$ cat src/rtl/multicyc_main_fsm_pkg.sv
// Shared types and encodings for the multicycle MIPS main control FSM:
// state codes, ISA opcodes/functs, datapath select encodings and the control bundle.
package multicyc_main_fsm_pkg;

   typedef enum logic [3:0] {
      FETCH   = 4'd0,
      DECODE  = 4'd1,
      MEMADR  = 4'd2,
      MEMRD   = 4'd3,
      MEMWB   = 4'd4,
      MEMWR   = 4'd5,
      EXEC_R  = 4'd6,
      RWB     = 4'd7,
      EXEC_I  = 4'd8,
      IWB     = 4'd9,
      BRANCH  = 4'd10,
      JUMP    = 4'd11,
      JREG    = 4'd12,
      ILLEGAL = 4'd13
   } state_t;

   localparam logic [5:0] OP_RSTYLE = 6'b000000;
   localparam logic [5:0] OP_J      = 6'b000010;
   localparam logic [5:0] OP_JAL    = 6'b000011;
   localparam logic [5:0] OP_BEQ    = 6'b000100;
   localparam logic [5:0] OP_BNE    = 6'b000101;
   localparam logic [5:0] OP_ADDI   = 6'b001000;
   localparam logic [5:0] OP_ADDIU  = 6'b001001;
   localparam logic [5:0] OP_SLTI   = 6'b001010;
   localparam logic [5:0] OP_SLTIU  = 6'b001011;
   localparam logic [5:0] OP_ANDI   = 6'b001100;
   localparam logic [5:0] OP_ORI    = 6'b001101;
   localparam logic [5:0] OP_LUI    = 6'b001111;
   localparam logic [5:0] OP_LW     = 6'b100011;
   localparam logic [5:0] OP_SW     = 6'b101011;

   localparam logic [5:0] FN_JR     = 6'b001000;
   localparam logic [5:0] FN_JALR   = 6'b001001;

   localparam logic [1:0] PCSRC_ALU     = 2'b00;
   localparam logic [1:0] PCSRC_ALUOUT  = 2'b01;
   localparam logic [1:0] PCSRC_JUMP    = 2'b10;
   localparam logic [1:0] PCSRC_RS      = 2'b11;

   localparam logic       ALUSRCA_PC    = 1'b0;
   localparam logic       ALUSRCA_RS    = 1'b1;

   localparam logic [1:0] ALUSRCB_RT    = 2'b00;
   localparam logic [1:0] ALUSRCB_FOUR  = 2'b01;
   localparam logic [1:0] ALUSRCB_IMM   = 2'b10;
   localparam logic [1:0] ALUSRCB_BRIMM = 2'b11;

   localparam logic [1:0] ALUOP_ADD     = 2'b00;
   localparam logic [1:0] ALUOP_SUB     = 2'b01;
   localparam logic [1:0] ALUOP_FUNCT   = 2'b10;
   localparam logic [1:0] ALUOP_OPCODE  = 2'b11;

   localparam logic [1:0] REGDST_RT     = 2'b00;
   localparam logic [1:0] REGDST_RD     = 2'b01;
   localparam logic [1:0] REGDST_RA     = 2'b10;

   localparam logic [1:0] WBSRC_ALUOUT  = 2'b00;
   localparam logic [1:0] WBSRC_MDR     = 2'b01;
   localparam logic [1:0] WBSRC_PC      = 2'b10;

   typedef struct packed {
      logic       instRead;
      logic       irWrite;
      logic       pcWrite;
      logic       branch;
      logic       branchEq;
      logic [1:0] pcSrc;
      logic       aluSrcA;
      logic [1:0] aluSrcB;
      logic [1:0] aluOp;
      logic       memRead;
      logic       memWrite;
      logic       regWrite;
      logic [1:0] regDst;
      logic [1:0] memtoReg;
      logic       retire;
   } ctrl_t;

   // Instruction class dispatch taken out of DECODE.
   function automatic state_t decodeDispatch(input logic [5:0] opCode, input logic [5:0] funct);
      state_t nextState;
      case (opCode)
         OP_LW, OP_SW:
            nextState = MEMADR;
         OP_RSTYLE:
            nextState = (funct == FN_JR || funct == FN_JALR) ? JREG : EXEC_R;
         OP_LUI, OP_ADDI, OP_ADDIU, OP_ANDI, OP_ORI, OP_SLTI, OP_SLTIU:
            nextState = EXEC_I;
         OP_BEQ, OP_BNE:
            nextState = BRANCH;
         OP_J, OP_JAL:
            nextState = JUMP;
         default:
            nextState = ILLEGAL;
      endcase
      return nextState;
   endfunction

endpackage

$ cat src/rtl/multicyc_main_fsm_if.sv
// Control/handshake bundle between the main FSM (master) and the multicycle datapath and memories (slave).
interface multicyc_main_fsm_if #(
   parameter int COUNT_W = 32
);
   logic [5:0]         iOpCode;
   logic [5:0]         iFunct;
   logic               iInstReady;
   logic               iDataReady;
   logic               oInstRead;
   logic               oIRWrite;
   logic               oPCWrite;
   logic               oBranch;
   logic               oBranchEq;
   logic [1:0]         oPCSrc;
   logic               oAluSrcA;
   logic [1:0]         oAluSrcB;
   logic [1:0]         oAluOp;
   logic               oMemRead;
   logic               oMemWrite;
   logic               oRegWrite;
   logic [1:0]         oRegDst;
   logic [1:0]         oMemtoReg;
   logic               oRetire;
   logic [COUNT_W-1:0] oInstCount;
   logic               oIllegal;
   logic [3:0]         oState;

   modport master (
      input  iOpCode, iFunct, iInstReady, iDataReady,
      output oInstRead, oIRWrite, oPCWrite, oBranch, oBranchEq, oPCSrc,
             oAluSrcA, oAluSrcB, oAluOp, oMemRead, oMemWrite, oRegWrite,
             oRegDst, oMemtoReg, oRetire, oInstCount, oIllegal, oState
   );

   modport slave (
      output iOpCode, iFunct, iInstReady, iDataReady,
      input  oInstRead, oIRWrite, oPCWrite, oBranch, oBranchEq, oPCSrc,
             oAluSrcA, oAluSrcB, oAluOp, oMemRead, oMemWrite, oRegWrite,
             oRegDst, oMemtoReg, oRetire, oInstCount, oIllegal, oState
   );
endinterface

$ cat src/rtl/multicyc_fsm_outdec.sv
// Control output decoder: Moore decode of state, plus the ready-qualified fetch load and store retire.
module multicyc_fsm_outdec
   import multicyc_main_fsm_pkg::*;
(
   input  state_t     state_i,
   input  logic [5:0] opCode_i,
   input  logic [5:0] funct_i,
   input  logic       instReady_i,
   input  logic       dataReady_i,
   output ctrl_t      ctrl_o
);

   always_comb begin
      ctrl_o = '0;
      case (state_i)
         FETCH: begin
            ctrl_o.instRead = 1'b1;
            ctrl_o.aluSrcA  = ALUSRCA_PC;
            ctrl_o.aluSrcB  = ALUSRCB_FOUR;
            ctrl_o.aluOp    = ALUOP_ADD;
            ctrl_o.pcSrc    = PCSRC_ALU;
            ctrl_o.irWrite  = instReady_i;
            ctrl_o.pcWrite  = instReady_i;
         end
         DECODE: begin
            ctrl_o.aluSrcA = ALUSRCA_PC;
            ctrl_o.aluSrcB = ALUSRCB_BRIMM;
            ctrl_o.aluOp   = ALUOP_ADD;
         end
         MEMADR: begin
            ctrl_o.aluSrcA = ALUSRCA_RS;
            ctrl_o.aluSrcB = ALUSRCB_IMM;
            ctrl_o.aluOp   = ALUOP_ADD;
         end
         MEMRD: ctrl_o.memRead = 1'b1;
         MEMWB: begin
            ctrl_o.regWrite = 1'b1;
            ctrl_o.regDst   = REGDST_RT;
            ctrl_o.memtoReg = WBSRC_MDR;
            ctrl_o.retire   = 1'b1;
         end
         MEMWR: begin
            ctrl_o.memWrite = 1'b1;
            ctrl_o.retire   = dataReady_i;
         end
         EXEC_R: begin
            ctrl_o.aluSrcA = ALUSRCA_RS;
            ctrl_o.aluSrcB = ALUSRCB_RT;
            ctrl_o.aluOp   = ALUOP_FUNCT;
         end
         RWB: begin
            ctrl_o.regWrite = 1'b1;
            ctrl_o.regDst   = REGDST_RD;
            ctrl_o.memtoReg = WBSRC_ALUOUT;
            ctrl_o.retire   = 1'b1;
         end
         EXEC_I: begin
            ctrl_o.aluSrcA = ALUSRCA_RS;
            ctrl_o.aluSrcB = ALUSRCB_IMM;
            ctrl_o.aluOp   = ALUOP_OPCODE;
         end
         IWB: begin
            ctrl_o.regWrite = 1'b1;
            ctrl_o.regDst   = REGDST_RT;
            ctrl_o.memtoReg = WBSRC_ALUOUT;
            ctrl_o.retire   = 1'b1;
         end
         BRANCH: begin
            ctrl_o.aluSrcA  = ALUSRCA_RS;
            ctrl_o.aluSrcB  = ALUSRCB_RT;
            ctrl_o.aluOp    = ALUOP_SUB;
            ctrl_o.branch   = 1'b1;
            ctrl_o.branchEq = (opCode_i == OP_BEQ);
            ctrl_o.pcSrc    = PCSRC_ALUOUT;
            ctrl_o.retire   = 1'b1;
         end
         JUMP: begin
            ctrl_o.pcWrite = 1'b1;
            ctrl_o.pcSrc   = PCSRC_JUMP;
            ctrl_o.retire  = 1'b1;
            if (opCode_i == OP_JAL) begin
               ctrl_o.regWrite = 1'b1;
               ctrl_o.regDst   = REGDST_RA;
               ctrl_o.memtoReg = WBSRC_PC;
            end
         end
         JREG: begin
            ctrl_o.pcWrite = 1'b1;
            ctrl_o.pcSrc   = PCSRC_RS;
            ctrl_o.retire  = 1'b1;
            if (funct_i == FN_JALR) begin
               ctrl_o.regWrite = 1'b1;
               ctrl_o.regDst   = REGDST_RD;
               ctrl_o.memtoReg = WBSRC_PC;
            end
         end
         default: ctrl_o = '0;
      endcase
   end

endmodule

$ cat src/rtl/multicyc_main_fsm.sv
// Main control FSM of the multicycle MIPS core: state register, next-state logic,
// retired-instruction counter and sticky illegal flag around the output decoder.
module multicyc_main_fsm
   import multicyc_main_fsm_pkg::*;
#(
   parameter int COUNT_W = 32
) (
   input  logic                 iClk,
   input  logic                 iRst_n,
   multicyc_main_fsm_if.master  bus
);

   state_t             stateQ, stateD;
   logic [COUNT_W-1:0] countQ;
   logic               illegalQ;
   ctrl_t              decCtrl;
   ctrl_t              ctrl;

   multicyc_fsm_outdec u_outdec (
      .state_i     (stateQ),
      .opCode_i    (bus.iOpCode),
      .funct_i     (bus.iFunct),
      .instReady_i (bus.iInstReady),
      .dataReady_i (bus.iDataReady),
      .ctrl_o      (decCtrl)
   );

   // Reset forces every strobe low at once, so a request in flight is dropped without waiting for a clock.
   always_comb begin
      ctrl = decCtrl;
      if (!iRst_n) ctrl = '0;
   end

   always_comb begin
      stateD = stateQ;
      case (stateQ)
         FETCH:   if (bus.iInstReady) stateD = DECODE;
         DECODE:  stateD = decodeDispatch(bus.iOpCode, bus.iFunct);
         MEMADR:  stateD = (bus.iOpCode == OP_LW) ? MEMRD : MEMWR;
         MEMRD:   if (bus.iDataReady) stateD = MEMWB;
         MEMWR:   if (bus.iDataReady) stateD = FETCH;
         EXEC_R:  stateD = RWB;
         EXEC_I:  stateD = IWB;
         MEMWB, RWB, IWB, BRANCH, JUMP, JREG:
                  stateD = FETCH;
         ILLEGAL: stateD = ILLEGAL;
         default: stateD = ILLEGAL;
      endcase
   end

   always_ff @(posedge iClk or negedge iRst_n) begin
      if (!iRst_n) begin
         stateQ   <= FETCH;
         countQ   <= '0;
         illegalQ <= 1'b0;
      end else begin
         stateQ <= stateD;
         if (ctrl.retire) countQ <= countQ + COUNT_W'(1);
         if (stateD == ILLEGAL) illegalQ <= 1'b1;
      end
   end

   assign bus.oInstRead  = ctrl.instRead;
   assign bus.oIRWrite   = ctrl.irWrite;
   assign bus.oPCWrite   = ctrl.pcWrite;
   assign bus.oBranch    = ctrl.branch;
   assign bus.oBranchEq  = ctrl.branchEq;
   assign bus.oPCSrc     = ctrl.pcSrc;
   assign bus.oAluSrcA   = ctrl.aluSrcA;
   assign bus.oAluSrcB   = ctrl.aluSrcB;
   assign bus.oAluOp     = ctrl.aluOp;
   assign bus.oMemRead   = ctrl.memRead;
   assign bus.oMemWrite  = ctrl.memWrite;
   assign bus.oRegWrite  = ctrl.regWrite;
   assign bus.oRegDst    = ctrl.regDst;
   assign bus.oMemtoReg  = ctrl.memtoReg;
   assign bus.oRetire    = ctrl.retire;
   assign bus.oInstCount = countQ;
   assign bus.oIllegal   = illegalQ;
   assign bus.oState     = stateQ;

endmodule

$ cat src/flat_wrapper.sv
// flat-port wrapper written by rule: the top's interface ports become plain ports
module multicyc_main_fsm_flat import multicyc_main_fsm_pkg::*;
#(
   parameter int COUNT_W = 32
)
  (iClk, iRst_n, bus_iOpCode, bus_iFunct, bus_iInstReady, bus_iDataReady, bus_oInstRead, bus_oIRWrite, bus_oPCWrite, bus_oBranch, bus_oBranchEq, bus_oPCSrc, bus_oAluSrcA, bus_oAluSrcB, bus_oAluOp, bus_oMemRead, bus_oMemWrite, bus_oRegWrite, bus_oRegDst, bus_oMemtoReg, bus_oRetire, bus_oInstCount, bus_oIllegal, bus_oState);
  multicyc_main_fsm_if #(.COUNT_W(COUNT_W)) bus_i ();
  input  logic iClk;
  input  logic iRst_n;
  input wire logic [$bits(bus_i.iOpCode)-1:0] bus_iOpCode;
  input wire logic [$bits(bus_i.iFunct)-1:0] bus_iFunct;
  input wire logic [$bits(bus_i.iInstReady)-1:0] bus_iInstReady;
  input wire logic [$bits(bus_i.iDataReady)-1:0] bus_iDataReady;
  output wire logic [$bits(bus_i.oInstRead)-1:0] bus_oInstRead;
  output wire logic [$bits(bus_i.oIRWrite)-1:0] bus_oIRWrite;
  output wire logic [$bits(bus_i.oPCWrite)-1:0] bus_oPCWrite;
  output wire logic [$bits(bus_i.oBranch)-1:0] bus_oBranch;
  output wire logic [$bits(bus_i.oBranchEq)-1:0] bus_oBranchEq;
  output wire logic [$bits(bus_i.oPCSrc)-1:0] bus_oPCSrc;
  output wire logic [$bits(bus_i.oAluSrcA)-1:0] bus_oAluSrcA;
  output wire logic [$bits(bus_i.oAluSrcB)-1:0] bus_oAluSrcB;
  output wire logic [$bits(bus_i.oAluOp)-1:0] bus_oAluOp;
  output wire logic [$bits(bus_i.oMemRead)-1:0] bus_oMemRead;
  output wire logic [$bits(bus_i.oMemWrite)-1:0] bus_oMemWrite;
  output wire logic [$bits(bus_i.oRegWrite)-1:0] bus_oRegWrite;
  output wire logic [$bits(bus_i.oRegDst)-1:0] bus_oRegDst;
  output wire logic [$bits(bus_i.oMemtoReg)-1:0] bus_oMemtoReg;
  output wire logic [$bits(bus_i.oRetire)-1:0] bus_oRetire;
  output wire logic [$bits(bus_i.oInstCount)-1:0] bus_oInstCount;
  output wire logic [$bits(bus_i.oIllegal)-1:0] bus_oIllegal;
  output wire logic [$bits(bus_i.oState)-1:0] bus_oState;
  assign bus_i.iOpCode = bus_iOpCode;
  assign bus_i.iFunct = bus_iFunct;
  assign bus_i.iInstReady = bus_iInstReady;
  assign bus_i.iDataReady = bus_iDataReady;
  assign bus_oInstRead = bus_i.oInstRead;
  assign bus_oIRWrite = bus_i.oIRWrite;
  assign bus_oPCWrite = bus_i.oPCWrite;
  assign bus_oBranch = bus_i.oBranch;
  assign bus_oBranchEq = bus_i.oBranchEq;
  assign bus_oPCSrc = bus_i.oPCSrc;
  assign bus_oAluSrcA = bus_i.oAluSrcA;
  assign bus_oAluSrcB = bus_i.oAluSrcB;
  assign bus_oAluOp = bus_i.oAluOp;
  assign bus_oMemRead = bus_i.oMemRead;
  assign bus_oMemWrite = bus_i.oMemWrite;
  assign bus_oRegWrite = bus_i.oRegWrite;
  assign bus_oRegDst = bus_i.oRegDst;
  assign bus_oMemtoReg = bus_i.oMemtoReg;
  assign bus_oRetire = bus_i.oRetire;
  assign bus_oInstCount = bus_i.oInstCount;
  assign bus_oIllegal = bus_i.oIllegal;
  assign bus_oState = bus_i.oState;
  multicyc_main_fsm #(.COUNT_W(COUNT_W)) u_core (.iClk(iClk), .iRst_n(iRst_n), .bus(bus_i));
endmodule
$ cat config.mk
export PLATFORM = sky130hd
export DESIGN_NAME = multicyc_main_fsm_flat
export DESIGN_NICKNAME = d
export VERILOG_FILES = /design/src/rtl/multicyc_main_fsm_pkg.sv /design/src/rtl/multicyc_main_fsm_if.sv /design/src/rtl/multicyc_fsm_outdec.sv /design/src/rtl/multicyc_main_fsm.sv /design/src/flat_wrapper.sv
export SDC_FILE = /design/constraint.sdc
export NUM_CORES = 1
export LEC_CHECK = 0
export BUFFER_PORTS_ARGS = -buffer_cell sky130_fd_sc_hd__buf_2
export CAP_MARGIN = 5
export CORE_MARGIN = 4
export CORE_UTILIZATION = 46
export DETAILED_ROUTE_END_ITERATION = 8
export GPL_TIMING_DRIVEN = 0
export PLACE_DENSITY = 0.8
export SYNTH_ARGS = -nofsm -noshare
export SYNTH_HDL_FRONTEND = slang
export SYNTH_HIERARCHICAL = 1
export SYNTH_SLANG_ARGS = --single-unit
$ cat constraint.sdc
create_clock -name iClk -period 2.5 [get_ports iClk]
set_clock_uncertainty 0.05 [all_clocks]
set_input_delay 0.125 -clock iClk [delete_from_list [all_inputs] [get_ports iClk]]
set_output_delay 0.125 -clock iClk [all_outputs]
set_load 0.02 [all_outputs]
Word level (Yosys, flattened, before mapping)
Index checks and enable logic that the tools add are counted.

operators by class
  reduce and logical (&&, ||, !) cells = 9
  muxes and demuxes = 19
  add/subtract/negate cells = 1
  eq/ne operators = 28

operator list
  operator                                        number
  == test 6 x 4 -> 1 bit (second input constant)  9
  adder 32 x 1 -> 32 bit (second input constant)  1
  case mux 4 bit (8 select lines)                 1
  case mux 5 bit (6 select lines)                 1
  case mux 5 bit (5 select lines)                 1
  == test 4 bit (second input constant)           6
  two-way mux 20 bit                              1
  case mux 4 bit (5 select lines)                 1
  == test 4 x 3 -> 1 bit (second input constant)  4
  two-way mux 4 bit                               4
  == test 6 x 2 -> 1 bit (second input constant)  2
  == test 6 x 3 -> 1 bit (second input constant)  2
  == test 6 bit (second input constant)           2
  two-way mux 5 bit                               2
  == test 4 x 2 -> 1 bit (second input constant)  2
  OR reduction 2 bit                              4
  OR reduction 7 bit                              1
  logical NOT 6 bit                               1
  case mux 2 bit (3 select lines)                 1
  OR reduction 6 bit                              1
  == test 4 x 1 -> 1 bit (second input constant)  1
  logical NOT 4 bit                               1
  two-way mux 2 bit                               2
  case mux 1 bit (2 select lines)                 2
  other kinds (3)                                 4

storage, ports and cells
  logic and storage cells = 60
  flip-flop bits (word level) = 37
  bits of input ports = 16
  output and inout bits = 57

Longest topological paths before layout
Gate-level depths: netlist of the first run.

  depth after elaboration = 6
  gate-level depth with buffers = 10
  depth with buffers taken out = 8

Cells and area by module
The synthesis of the first run kept the hierarchy.

modules (own cells, without submodules)
  module               seq. area each (um^2)  area an instance (um^2)  cells each  instances
  multicyc_main_fsm    925.9                  2038.2                   204         1
  multicyc_fsm_outdec  0.0                    296.5                    50          1

Least setup slack after synthesis of the first run
OpenSTA, ideal clock, no wires.

  path kind = register to register
  start point = register u_core.stateQ[0] (netlist: u_core/bus.oState[0])
  end point = register u_core.countQ[30] (netlist: u_core/bus.oInstCount[30])
  data required time = 2370 ps
  path buffers = 2
  clock period less this slack = 2486 ps
  path slack = 14 ps
  stages on the path, launching flop included = 11
  setup time = 80 ps
  arrival time = 2356 ps
  path through = dfrtp_1 > buf_2 > mux2i_1 > o22ai_1 > o2bb2ai_1 > and2_1 > buf_2 > and3_1 > nor3b_4 > nor3b_2 > xor2_1

RTL lines
  what                    line                     source
  start, declared         multicyc_main_fsm.sv:13  state_t stateQ, stateD;
  start signal, assigned  multicyc_main_fsm.sv:57  stateQ <= stateD;
  end signal, assigned    multicyc_main_fsm.sv:58  if (ctrl.retire) countQ <= countQ + COUNT_W'(1);
  end, declared           multicyc_main_fsm.sv:14  logic [COUNT_W-1:0] countQ;

==> results of run 1 <==
-- placed cells by master (no fill, tap or decap), types with 2 or more instances in the layout --
cell / Yosys / final
nor2b_1: 5 / 5
xor2_1: 9 / 9
nor4bb_1: 2 / 2
nand2_1: 26 / 26
and4_4: 2 / 2
and3b_1: 2 / 2
nor2_1: 19 / 19
nand3_1: 10 / 10
a21oi_1: 4 / 4
xnor2_1: 24 / 24
and3_1: 5 / 4
nor3_1: 7 / 7
dfrtp_2: 0 / 2
o22ai_1: 2 / 2
buf_2: 4 / 74
inv_1: 8 / 8
o31ai_1: 2 / 2
clkbuf_8: 0 / 6
and4_1: 2 / 2
o2bb2ai_1: 2 / 2
buf_4: 0 / 4
o21ai_0: 6 / 6
nor4b_1: 3 / 3
dfrtp_1: 37 / 35
nor3b_1: 4 / 4
nand4_1: 5 / 5
clkbuf_1: 6 / 7
and2_1: 22 / 22
a211o_1: 3 / 3
a22oi_1: 2 / 2
o21a_1: 2 / 2
nand2b_1: 5 / 5
-- worst reg2reg max path, cell delays in order (launching register included) --
cell       delay, ps
dfrtp_2          420
buf_4            180
mux2i_1          120
o22ai_1          110
o2bb2ai_1        140
and4_4           270
nand4_4          140
or3_4            450
nor3_2           200
xor2_1           150
-- stage by stage --
| step | worst slack, ps | power (µW) | utilization (%) | std cells |
|---|---|---|---|---|
| 2_1_floorplan | 14.5 | 1480 | - | 254 |
| 3_3_place_gp | -111 | 1750 | 57.7 | 393 |
| 3_5_place_dp | -136 | 1780 | 57.7 | 393 |
| 4_1_cts | 26.0 | 2210 | 60.3 | 403 |
| 5_1_grt | 9.97 | 2380 | 60.7 | 404 |
| 6_report | 196 | 2210 | 60.7 | 404 |
-- routing by layer --
| layer | global-route usage, % | routed length (µm) | vias to the layer above |
|---|---|---|---|
| met5 | 0 | 0 | - |
| met4 | 5.33 | 65 | 0 |
| met3 | 3.40 | 269 | 9 |
| met2 | 29.5 | 2580 | 43 |
| met1 | 23.6 | 2550 | 992 |
| li1 | - | - | 1050 |
-- timing repair --
action,CTS,global route
resized for setup,2,5
pin swaps,0,1
endpoints found under the hold margin,37,0
setup endpoints to repair,9,7
buffers inserted,1,1
hold buffers,2,0
-- worst max-delay path by stage --
stage                               startpoint  slack, ps                   endpoint  depth (start not counted)
final                     u_core/bus.oState[1]        200  u_core/bus.oInstCount[31]                          9
after global routing      u_core/bus.oState[1]         10  u_core/bus.oInstCount[30]                         10
after CTS                 u_core/bus.oState[1]         30  u_core/bus.oInstCount[30]                         10
after detailed placement  u_core/bus.oState[0]       -140  u_core/bus.oInstCount[30]                         10
after global placement    u_core/bus.oState[0]       -110  u_core/bus.oInstCount[30]                         10
after floorplan           u_core/bus.oState[0]         10  u_core/bus.oInstCount[30]                         10
-- final cells by class --
cell class              instances  area (µm²)
well taps                      67        83.8
flip-flops and latches         37         928
multi-input cells             198        1340
repair buffers                 76         405
plain buffers                  11        52.6
inverters                       8        30.0
clock buffers                   7        86.3
fillers                       453        1890
-- sequential cells by signal (all words and copies together), names as in the netlist --
| name | count |
|---|---|
| u_core/bus.oIllegal | 1 |
| u_core/bus.oState | 4 |
| u_core/bus.oInstCount | 32 |
-- kinds of logic after synthesis --
| kind of cell | after synthesis | synth area share, % |
|---|---|---|
| adders and majority gates | 1 | 0.536 |
| muxes | 2 | 0.911 |
| AOI/OAI and AO/OA | 30 | 8.95 |
| DFF | 37 | 39.7 |
| and+or+nand+nor | 132 | 34.3 |
| buffers and inverters | 19 | 3.27 |
| xor gates and xnor gates | 33 | 12.4 |
-- where the power goes --
part	internal [µW]	total, µW	switching, µW
registers	676	776	99.7
clock network	218	408	189
logic	408	1030	622
==> Flow_metrics.wiki, run 1 <==
{| class="wikitable"
! Metric !! Value
|-
| Status || finished clean
|-
| Number of maximum-capacitance constraint violations || 0
|-
| Number of failing hold endpoints at the final stage || 0
|-
| Diodes inserted || 0
|-
| Clock insertion delay at the later pin of the skew report || 280 ps
|-
| Total wirelength of the detailed-routed design || 5.46 mm
|-
| Critical path type || reg -> reg
|-
| Crit path arrival time || 2460 ps
|-
| Number of I/O pins || 73
|-
| Largest stage delay on the critical path || 450 ps
|-
| Final-stage net count || 354
|-
| H-Tree Depth || 2
|-
| Via count || 2094
|-
| Number of clock buffers inserted by TritonCTS || 5
|-
| Max Buffers Root-to-Sink || 2
|-
| Transition time at the pin with the least slew margin || 411 ps
|-
| CTS root buffer || clkbuf_8
|-
| Cell count after synthesis || 254
|-
| Worst reg2reg endpoint || u_core/bus.oInstCount[31]
|-
| Worst-case vdd ir drop || 0.393 mV
|-
| Area share of the largest cell type after synthesis || 39.7%
|-
| Leading area contributor after synthesis || dfrtp_1
|-
| Total power density per cell area || 757 nW/µm²
|-
| Netlist area before placement || 2330 µm²
|-
| Flop and latch count out of synthesis || 37
|-
| Area Growth Syn to Fin || 25.2%
|-
| Category of cells accounting for the largest share of critical-path delay || simple AND/OR/NAND/NOR gates
|-
| Total number of clock tree sinks || 37
|-
| DP Area || 2780 µm²
|-
| Worst setup slack for register-to-register paths || 200 ps
|-
| Worst r2r path cells || 9
|-
| Fraction of registers with async set/reset || 100%
|-
| Number of global-route vias before repair || 1943
|-
| Total global-route track usage || 17.8%
|-
| Final count of pins violating max slew || 0
|-
| Setup repair after global routing missed its margin || false
|-
| Leading cell types by count after synthesis || dfrtp_1, nand2_1, xnor2_1
|-
| Highest attainable clock frequency || 0.434 GHz
|-
| Half-perimeter wire length after placement || 4.11 mm
|-
| Height of the chip || 79.2 µm
|-
| CTS tree || yes
|-
| Leftover overflow at the end of global routing || 0
|-
| Critical R2R Launch || u_core/bus.oState[1]
|-
| Routability congestion estimate || 0.821
|-
| Count of different cell masters after synthesis || 53
|-
| Setup TNS Final || 0 ps
|-
| Sort of element at the end of the critical path || register
|-
| Critical Path Start Type || register
|-
| DRC || 0
|-
| Pin count of the biggest net entering global routing || 38
|-
| Quantity of I/O buffers inserted on ports || 72
|-
| Final worst hold slack || 194 ps
|-
| Main synth FF type || dfrtp_1
|-
| Sequential cell area fraction in the yosys report || 39.7%
|-
| Crit-path max FO || 10
|-
| Fin area || 2920 µm²
|-
| Instance count along the most critical hold path || 4
|-
| Hold WC Path Type || in -> reg
|-
| Initial DRC Count || 106
|-
| List of cells traversed by the critical path || buf_4 -> mux2i_1 -> o22ai_1 -> o2bb2ai_1 -> and4_4 -> nand4_4 -> or3_4 -> nor3_2 -> xor2_1
|-
| Average wire per standard cell || 13.5 µm
|-
| Leading cell type by number of instances after synthesis || dfrtp_1
|-
| Number of flops mapped to enable cells by yosys || 0
|-
| Crit path buffers/inverters || 1
|-
| Fraction of the cycle the final worst path needs || 92.2%
|-
| Slew HR || 72.4%
|-
| Post-DR vias/cell || 5.18
|-
| Share of cells above drive strength 1 || 30.3%
|-
| Die Span X || 79.2 µm
|-
| Number of antenna violations at the first check in global routing || 0
|-
| Endpoints failing setup || 0
|-
| Global-route wire length before repair || 9.11 mm
|-
| Post-DRT Antenna Nets || 0
|-
| Slowest stage cell, crit path || or3_4
|-
| Warnings from Yosys || 6
|-
| Leakage power of the design || 0.00149 µW
|-
| Clock-pin slew on the worst setup and hold paths || 70 ps
|-
| Leading cell types by total area after synthesis || dfrtp_1, xnor2_1, and2_1, nand2_1, xor2_1
|-
| Mean instance size in the synthesized netlist || 9.19 µm²
|-
| Worst Hold Launch || bus_iDataReady
|-
| Critical Path RT || 2650 ps
|-
| 1st-pass router iterations || 4
|-
| Initial cell density of the core || 48.5%
|-
| Number of core rows || 25
|-
| Minimum clock period || 2300 ps
|-
| Hold endpoint || u_core/bus.oState[1]
|-
| Overall die area || 6280 µm²
|-
| Core footprint || 4820 µm²
|-
| Post-Synthesis Net Count || 271
|}
(Power assumes the default switching activity.)
==> run 2, diff against run 1 <==
--- a/config.mk
+++ b/config.mk
@@ -8,10 +8,10 @@
 export BUFFER_PORTS_ARGS = -buffer_cell sky130_fd_sc_hd__buf_2
 export CAP_MARGIN = 5
 export CORE_MARGIN = 4
-export CORE_UTILIZATION = 46
+export CORE_UTILIZATION = 30
 export DETAILED_ROUTE_END_ITERATION = 8
 export GPL_TIMING_DRIVEN = 0
-export PLACE_DENSITY = 0.8
+export PLACE_DENSITY = 0.58
 export SYNTH_ARGS = -nofsm -noshare
 export SYNTH_HDL_FRONTEND = slang
 export SYNTH_HIERARCHICAL = 1
==> constraint.sdc (replaced) <==
create_clock -name iClk -period 2.5 [get_ports iClk]
set_clock_uncertainty 0.05 [all_clocks]
set_input_delay 0.25 -clock iClk [delete_from_list [all_inputs] [get_ports iClk]]
set_output_delay 0.25 -clock iClk [all_outputs]
set_load 0.02 [all_outputs]
==> run 2 against run 1 <==
Effect of this change:
- clock-buffer cell count shrank 2
- worst setup slack got worse by 82 ps
- core utilization shrank 20 points
- die area is 47% higher
- total power is 4.2% higher
- global-route usage decreased by 5.4 points
- first-iteration DRC count shrank 55%
- flip-flop and latch count stayed put
- combinational power hardly changed
- critical path depth did not move
- critical endpoint unchanged
==> Flow_metrics.wiki, run 2 (synthesis results as in run 1) <==
{| class="wikitable"
! Metric !! Value
|-
| Average wire per standard cell || 12.8 µm (-5.0%)
|-
| Post-DRT Antenna Nets || 0 (unchanged)
|-
| Via count || 2082 (-0.57%)
|-
| List of cells traversed by the critical path || buf_4 -> mux2i_1 -> o22ai_1 -> o2bb2ai_2 -> and4_4 -> nand4_4 -> or3_4 -> nor3_4 -> xor2_1
|-
| Clock group share of total power || 21.3% (+2.9 points)
|-
| Area Growth Syn to Fin || 27.9%
|-
| Switching part of the total || 40.3% (-0.88 points)
|-
| Final-stage net count || 354 (unchanged)
|-
| Fraction of the cycle the final worst path needs || 95.4% (+3.3 points)
|-
| Number of failing hold endpoints at the final stage || 0 (unchanged)
|-
| Crit path buffers/inverters || 1 (unchanged)
|-
| DRC || 0 (unchanged)
|-
| Leftover overflow at the end of global routing || 0 (unchanged)
|-
| Combinational share of power || 45.1% (-1.4 points)
|-
| Quantity of I/O buffers inserted on ports || 72 (unchanged)
|-
| Slowest stage cell, crit path || dfrtp_2
|-
| Initial DRC Count || 48 (-55%)
|-
| Critical Path RT || 2660 ps (about the same)
|-
| Share of cells above drive strength 1 || 31.2% (+0.89 points)
|-
| 1st-pass router iterations || 4 (unchanged)
|-
| DP Area || 2820 µm² (+1.4%)
|-
| Fin area || 2990 µm² (+2.1%)
|-
| Category of cells accounting for the largest share of critical-path delay || simple AND/OR/NAND/NOR gates
|-
| Critical path launch point || u_core/bus.oState[1]
|-
| Number of core rows || 31 (+24%)
|-
| Worst-case vdd ir drop || 0.442 mV (+12%)
|-
| Global-route wire length before repair || 9.11 mm (about the same)
|-
| Critical Path Start Type || register
|-
| Met2 wire len || 2.73 mm (+6.0%)
|-
| Number of buffers inserted by hold repair at cts || 0 (-2)
|-
| Post-DR vias/cell || 4.78 (-7.9%)
|-
| Setup TNS Final || 0 ps (unchanged)
|-
| Sum of routed wire segments on met1 || 2.60 mm (+2.2%)
|-
| Clock insertion delay at the later pin of the skew report || 280 ps (about the same)
|-
| Minimum clock period || 2390 ps (+81.7 ps)
|-
| Sequential share of power || 33.6% (-1.4 points)
|-
| Number of maximum-capacitance constraint violations || 0 (unchanged)
|-
| Total number of clock tree sinks || 37 (unchanged)
|-
| Leakage power of the design || 0.00151 µW (+1.7%)
|-
| Pre-CTS setup slack || -298 ps (-162 ps)
|-
| Worst r2r path cells || 9 (unchanged)
|-
| Max Buffers Root-to-Sink || 2 (unchanged)
|-
| Crit path arrival time || 2540 ps (+80 ps)
|-
| H-Tree Depth || 2 (unchanged)
|-
| Diodes inserted || 0 (unchanged)
|-
| CTS root buffer || clkbuf_8
|-
| Overall die area || 9260 µm² (+47%)
|-
| CTS tree || yes
|-
| Slew HR || 43.3% (-29 points)
|-
| Leading cell type in the layout, fill and taps excluded || buf_2
|-
| Clock-pin slew on the worst setup and hold paths || 70 ps (about the same)
|-
| Number of global-route vias before repair || 1921 (-1.1%)
|-
| Initial cell density of the core || 31.5% (-17 points)
|-
| Total power density per cell area || 772 nW/µm² (+2.0%)
|-
| Total global-route track usage || 12.4% (-5.4 points)
|-
| Total wirelength of the detailed-routed design || 5.60 mm (+2.5%)
|-
| Critical path type || reg -> reg
|-
| Number of antenna violations at the first check in global routing || 0 (unchanged)
|-
| Largest stage delay on the critical path || 440 ps (about the same)
|-
| Half-perimeter wire length after placement || 4.32 mm (+5.0%)
|-
| Area used by sequential logic in the layout || 928 µm² (unchanged)
|-
| Routability congestion estimate || 0.808 (-1.5%)
|-
| Total instance count after detailed placement || 425 (+8.1%)
|-
| Transition time at the pin with the least slew margin || 850 ps (+439 ps)
|-
| Core footprint || 7410 µm² (+54%)
|-
| Hold WC Path Type || in -> async
|-
| Number of I/O pins || 73 (unchanged)
|-
| Endpoints failing setup || 0 (unchanged)
|-
| Worst reg2reg endpoint || u_core/bus.oInstCount[31]
|-
| Crit-path max FO || 10 (unchanged)
|-
| Top layer in use || met4
|-
| Height of the chip || 96.2 µm (+21%)
|-
| Status || finished clean
|-
| Post-route non-filler standard cell count || 436 (+7.9%)
|-
| Number of clock buffers inserted by TritonCTS || 5 (unchanged)
|-
| Sort of element at the end of the critical path || register
|-
| Die Span X || 96.2 µm (+21%)
|-
| Setup ws final || 114 ps (-81.7 ps)
|-
| Internal power || 1380 µW (+5.7%)
|-
| Highest attainable clock frequency || 0.419 GHz (-3.4%)
|-
| Flip-flop count of the largest register, all copies and words added || 32 (unchanged)
|-
| Pin count of the biggest net entering global routing || 41 (+7.9%)
|-
| Total area of multi-input combinational cells || 1350 µm² (+0.94%)
|-
| Final count of pins violating max slew || 0 (unchanged)
|-
| Critical R2R Launch || u_core/bus.oState[1]
|-
| Met3 WL post-DR || 220 µm (-18%)
|-
| Filler Cell Count || 778 (+72%)
|-
| Final worst hold slack || 21.0 ps (-173 ps)
|-
| Highest-count cells in the layout ignoring fill and taps || buf_2, dfrtp_1, nand2_1, xnor2_1, and2_1
|-
| Worst setup slack for register-to-register paths || 110 ps (-80 ps)
|-
| Net switching power of the design || 929 µW (+2.0%)
|}
run 2: power groups by stage:
stage          Sequential (µW)  Combinational [µW]  Clock (µW)
6_report                   774                1040         491
3_3_place_gp               804                 974           0
2_1_floorplan              870                 615           0
3_5_place_dp               809                 983           0
5_1_grt                    792                1150         535
4_1_cts                    775                1040         511
run 2: worst max-delay path by stage:
| stage | to | cells past startpoint |
|---|---|---|
| floorplan | u_core/bus.oInstCount[30] | 10 |
| global placement | u_core/bus.oInstCount[30] | 10 |
| detailed placement | u_core/bus.oInstCount[30] | 10 |
| CTS | u_core/bus.oInstCount[31] | 9 |
| global route | u_core/bus.oInstCount[31] | 9 |
| finish | u_core/bus.oInstCount[31] | 9 |
run 2: layout make-up:
| cell class | instances | area share [%] |
|---|---|---|
| multi-input combinational | 198 | 45.2 |
| buffer | 11 | 1.89 |
| timing repair buffer | 76 | 13.2 |
| tap | 99 | 4.15 |
| sequential | 37 | 31.1 |
| inverter | 8 | 1.01 |
| clock buffer | 5 | 2.30 |
| clock inverter | 2 | 1.17 |
run 2: routing by layer:
metal	track usage, %	vias to the layer above
met3	2.74	7
met4	2.84	0
met5	0	-
met1	16.2	991
li1	-	1049
met2	20.9	35
run 2: per-stage QoR:
step | total power (µW) | utilization [%]
3_5_place_dp | 1790 | 38.1
4_1_cts | 2330 | 39.8
6_report | 2310 | 40.3
2_1_floorplan | 1480 | -
3_3_place_gp | 1780 | 38.1
5_1_grt | 2480 | 40.3
run 2: what timing repair did:
| item | in CTS | in global routing |
|---|---|---|
| endpoints found under the setup margin | 17 | 8 |
| pin swaps | 0 | 4 |
| buffers inserted | 2 | 2 |
| resized for setup | 5 | 7 |
| cloned | 0 | 0 |
==> run 3, diff against run 2 <==
--- a/config.mk
+++ b/config.mk
@@ -11,7 +11,7 @@
 export CORE_UTILIZATION = 30
 export DETAILED_ROUTE_END_ITERATION = 8
 export GPL_TIMING_DRIVEN = 0
-export PLACE_DENSITY = 0.58
+export PLACE_DENSITY = 0.56
 export SYNTH_ARGS = -nofsm -noshare
 export SYNTH_HDL_FRONTEND = slang
 export SYNTH_HIERARCHICAL = 1
==> constraint.sdc (replaced) <==
create_clock -name iClk -period 2.47 [get_ports iClk]
set_clock_uncertainty 0.05 [all_clocks]
set_input_delay 0.247 -clock iClk [delete_from_list [all_inputs] [get_ports iClk]]
set_output_delay 0.247 -clock iClk [all_outputs]
set_load 0.02 [all_outputs]
==> run 3 against run 2 <==
Effect of this change:
- wire length increased by 2.0%
- first-iteration DRC count increased by 58%
- final cell count increased by 0.23%
- critical path type unchanged
- largest cell class unchanged
- largest power group unchanged
- highest routed layer unchanged
==> Flow_metrics.wiki, run 3 (synthesis results as in run 1) <==
{| class="wikitable"
! Metric !! Value
|-
| Die Span X || 96.2 µm (unchanged)
|-
| Fin area || 2970 µm² (-0.71%)
|-
| Crit path buffers/inverters || 1 (unchanged)
|-
| Setup ws final || 155 ps (+40.7 ps)
|-
| Critical Path RT || 2630 ps (-30 ps)
|-
| Sort of element at the end of the critical path || register
|-
| DRC || 0 (unchanged)
|-
| Total number of clock tree sinks || 37 (unchanged)
|-
| Post-DR vias/cell || 4.81 (+0.68%)
|-
| Number of core rows || 31 (unchanged)
|-
| Post-DRT Antenna Nets || 0 (unchanged)
|-
| Setup repair after global routing missed its margin || true
|-
| Total global-route track usage || 12.8% (+0.43 points)
|-
| Via count || 2101 (+0.91%)
|-
| Leading cell type in the layout, fill and taps excluded || buf_2
|-
| Highest attainable clock frequency || 0.432 GHz (+3.1%)
|-
| Minimum clock period || 2310 ps (-70.7 ps)
|-
| Fraction of the cycle the final worst path needs || 93.7% (-1.7 points)
|-
| 1st-pass router iterations || 4 (unchanged)
|-
| Slew HR || 43.5% (+0.24 points)
|-
| CTS root buffer || clkbuf_8
|-
| Critical path type || reg -> reg
|-
| Pre-CTS setup slack || -212 ps (+86.2 ps)
|-
| Flip-flop count of the largest register, all copies and words added || 32 (unchanged)
|-
| H-Tree Depth || 2 (unchanged)
|-
| Worst-case vdd ir drop || 0.397 mV (-10%)
|-
| Transition time at the pin with the least slew margin || 847 ps (-3.58 ps)
|-
| Overall die area || 9260 µm² (unchanged)
|-
| Share of cells above drive strength 1 || 31.1% (-0.092 points)
|-
| Average wire per standard cell || 13.1 µm (+1.7%)
|-
| Slowest stage cell, crit path || or3_4
|-
| Highest-count cells in the layout ignoring fill and taps || buf_2, dfrtp_1, nand2_1, xnor2_1, and2_1
|-
| Total wirelength of the detailed-routed design || 5.71 mm (+2.0%)
|-
| Number of clock buffers inserted by TritonCTS || 5 (unchanged)
|-
| Height of the chip || 96.2 µm (unchanged)
|-
| Total area of multi-input combinational cells || 1350 µm² (unchanged)
|-
| Clock-pin slew on the worst setup and hold paths || 70 ps (about the same)
|-
| Diodes inserted || 0 (unchanged)
|-
| Clock insertion delay at the later pin of the skew report || 280 ps (about the same)
|-
| Global-route wire length before repair || 9.48 mm (+4.1%)
|-
| Endpoints failing setup || 0 (unchanged)
|-
| Pin count of the biggest net entering global routing || 41 (unchanged)
|-
| Final-stage net count || 354 (unchanged)
|-
| Crit-path max FO || 10 (unchanged)
|-
| Leftover overflow at the end of global routing || 0 (unchanged)
|-
| Final count of pins violating max slew || 0 (unchanged)
|-
| Status || finished clean
|-
| Critical Path Start Type || register
|-
| Quantity of I/O buffers inserted on ports || 72 (unchanged)
|-
| Hold WC Path Type || in -> async
|-
| Filler Cell Count || 774 (-0.51%)
|-
| CTS tree || yes
|-
| Number of maximum-capacitance constraint violations || 0 (unchanged)
|-
| Max Buffers Root-to-Sink || 2 (unchanged)
|-
| Number of buffers inserted by hold repair at cts || 0 (unchanged)
|-
| Initial cell density of the core || 31.5% (unchanged)
|-
| Number of I/O pins || 73 (unchanged)
|-
| DP Area || 2820 µm² (about the same)
|-
| Number of global-route vias before repair || 1961 (+2.1%)
|-
| Number of failing hold endpoints at the final stage || 0 (unchanged)
|-
| Half-perimeter wire length after placement || 4.43 mm (+2.7%)
|-
| Leakage power of the design || 0.00151 µW (-0.50%)
|-
| Area used by sequential logic in the layout || 928 µm² (unchanged)
|-
| Core footprint || 7410 µm² (unchanged)
|-
| Area Growth Syn to Fin || 27.0%
|-
| Routability congestion estimate || 0.808 (about the same)
|-
| Number of antenna violations at the first check in global routing || 0 (unchanged)
|-
| Total power density per cell area || 755 nW/µm² (-2.2%)
|-
| Category of cells accounting for the largest share of critical-path delay || simple AND/OR/NAND/NOR gates
|-
| Largest stage delay on the critical path || 450 ps (about the same)
|-
| List of cells traversed by the critical path || buf_6 -> mux2i_1 -> o22ai_1 -> o2bb2ai_2 -> and4_4 -> nand4_4 -> or3_4 -> nor3_4 -> xor2_1
|-
| Initial DRC Count || 76 (+58%)
|-
| Crit path arrival time || 2480 ps (-60 ps)
|}
## run 3: cell types whose count changed in the layout (fill, tap and decap cells not counted)
| cell | before | now |
|---|---|---|
| clkbuf_2 | 1 | 0 |
| bufinv_16 | 1 | 0 |
| clkinv_2 | 1 | 2 |
| buf_2 | 74 | 75 |
| clkbuf_1 | 6 | 7 |
## run 3: what timing repair did
action / CTS / global route
gates resized for setup: 6 / 5
buffers inserted: 1 / 3
gates cloned: 0 / 0
setup endpoints to repair: 12 / 11
pin swaps: 0 / 4
## run 3: power by group
group | total, µW | internal (µW) | switching (µW)
registers | 780 | 684 | 96.5
clock network | 399 | 195 | 204
logic | 1060 | 420 | 639
total | 2240 | 1300 | 939
## run 3: worst paths after layout
path | from | end | slack (ps) | depth (start not counted)
setup reg to reg | u_core/bus.oState[1] | u_core/bus.oInstCount[31] | 160 | 9
min in group iClk | bus_iDataReady | u_core/bus.oState[1] | 330 | 4
setup / recovery | u_core/bus.oState[1] | u_core/bus.oInstCount[31] | 160 | 9
hold / removal | iRst_n | u_core/bus.oInstCount[15] | 10 | 1
max in group asynchronous | iRst_n | u_core/bus.oState[0] | 1760 | 1
hold reg to reg | u_core/bus.oInstCount[31] | u_core/bus.oInstCount[31] | 410 | 1
## run 3: layout make-up
cell class / instances / area share, %
multi-input cells: 198 / 45.5
flip-flops and latches: 37 / 31.3
repair buffers: 76 / 13.2
well taps: 99 / 4.18
clock buffers: 6 / 2.45
plain buffers: 11 / 2.03
inverters: 8 / 1.01
clock inverters: 2 / 0.338
## run 3: through the flow
stage / utilization, % / total power (µW) / hold slack (ps) / TNS, ps / cells
finish: 40.0 / 2240 / 12.4 / 0 / 437
global placement: 38.1 / 1810 / 369 / -650 / 425
floorplan: - / 1500 / -98.6 / 0 / 254
CTS: 39.5 / 2260 / 49.5 / 0 / 434
detailed placement: 38.1 / 1810 / 365 / -1030 / 425
global route: 40.0 / 2420 / 83.9 / -16.0 / 437
## run 3: routing by layer
metal | global-route usage, % | share of wire, % | up-vias
met5 | 0 | 0 | -
met4 | 3.20 | 0.32 | 0
met3 | 2.74 | 4.2 | 2
met2 | 20.8 | 49 | 39
met1 | 17.4 | 46 | 1008
li1 | - | - | 1052
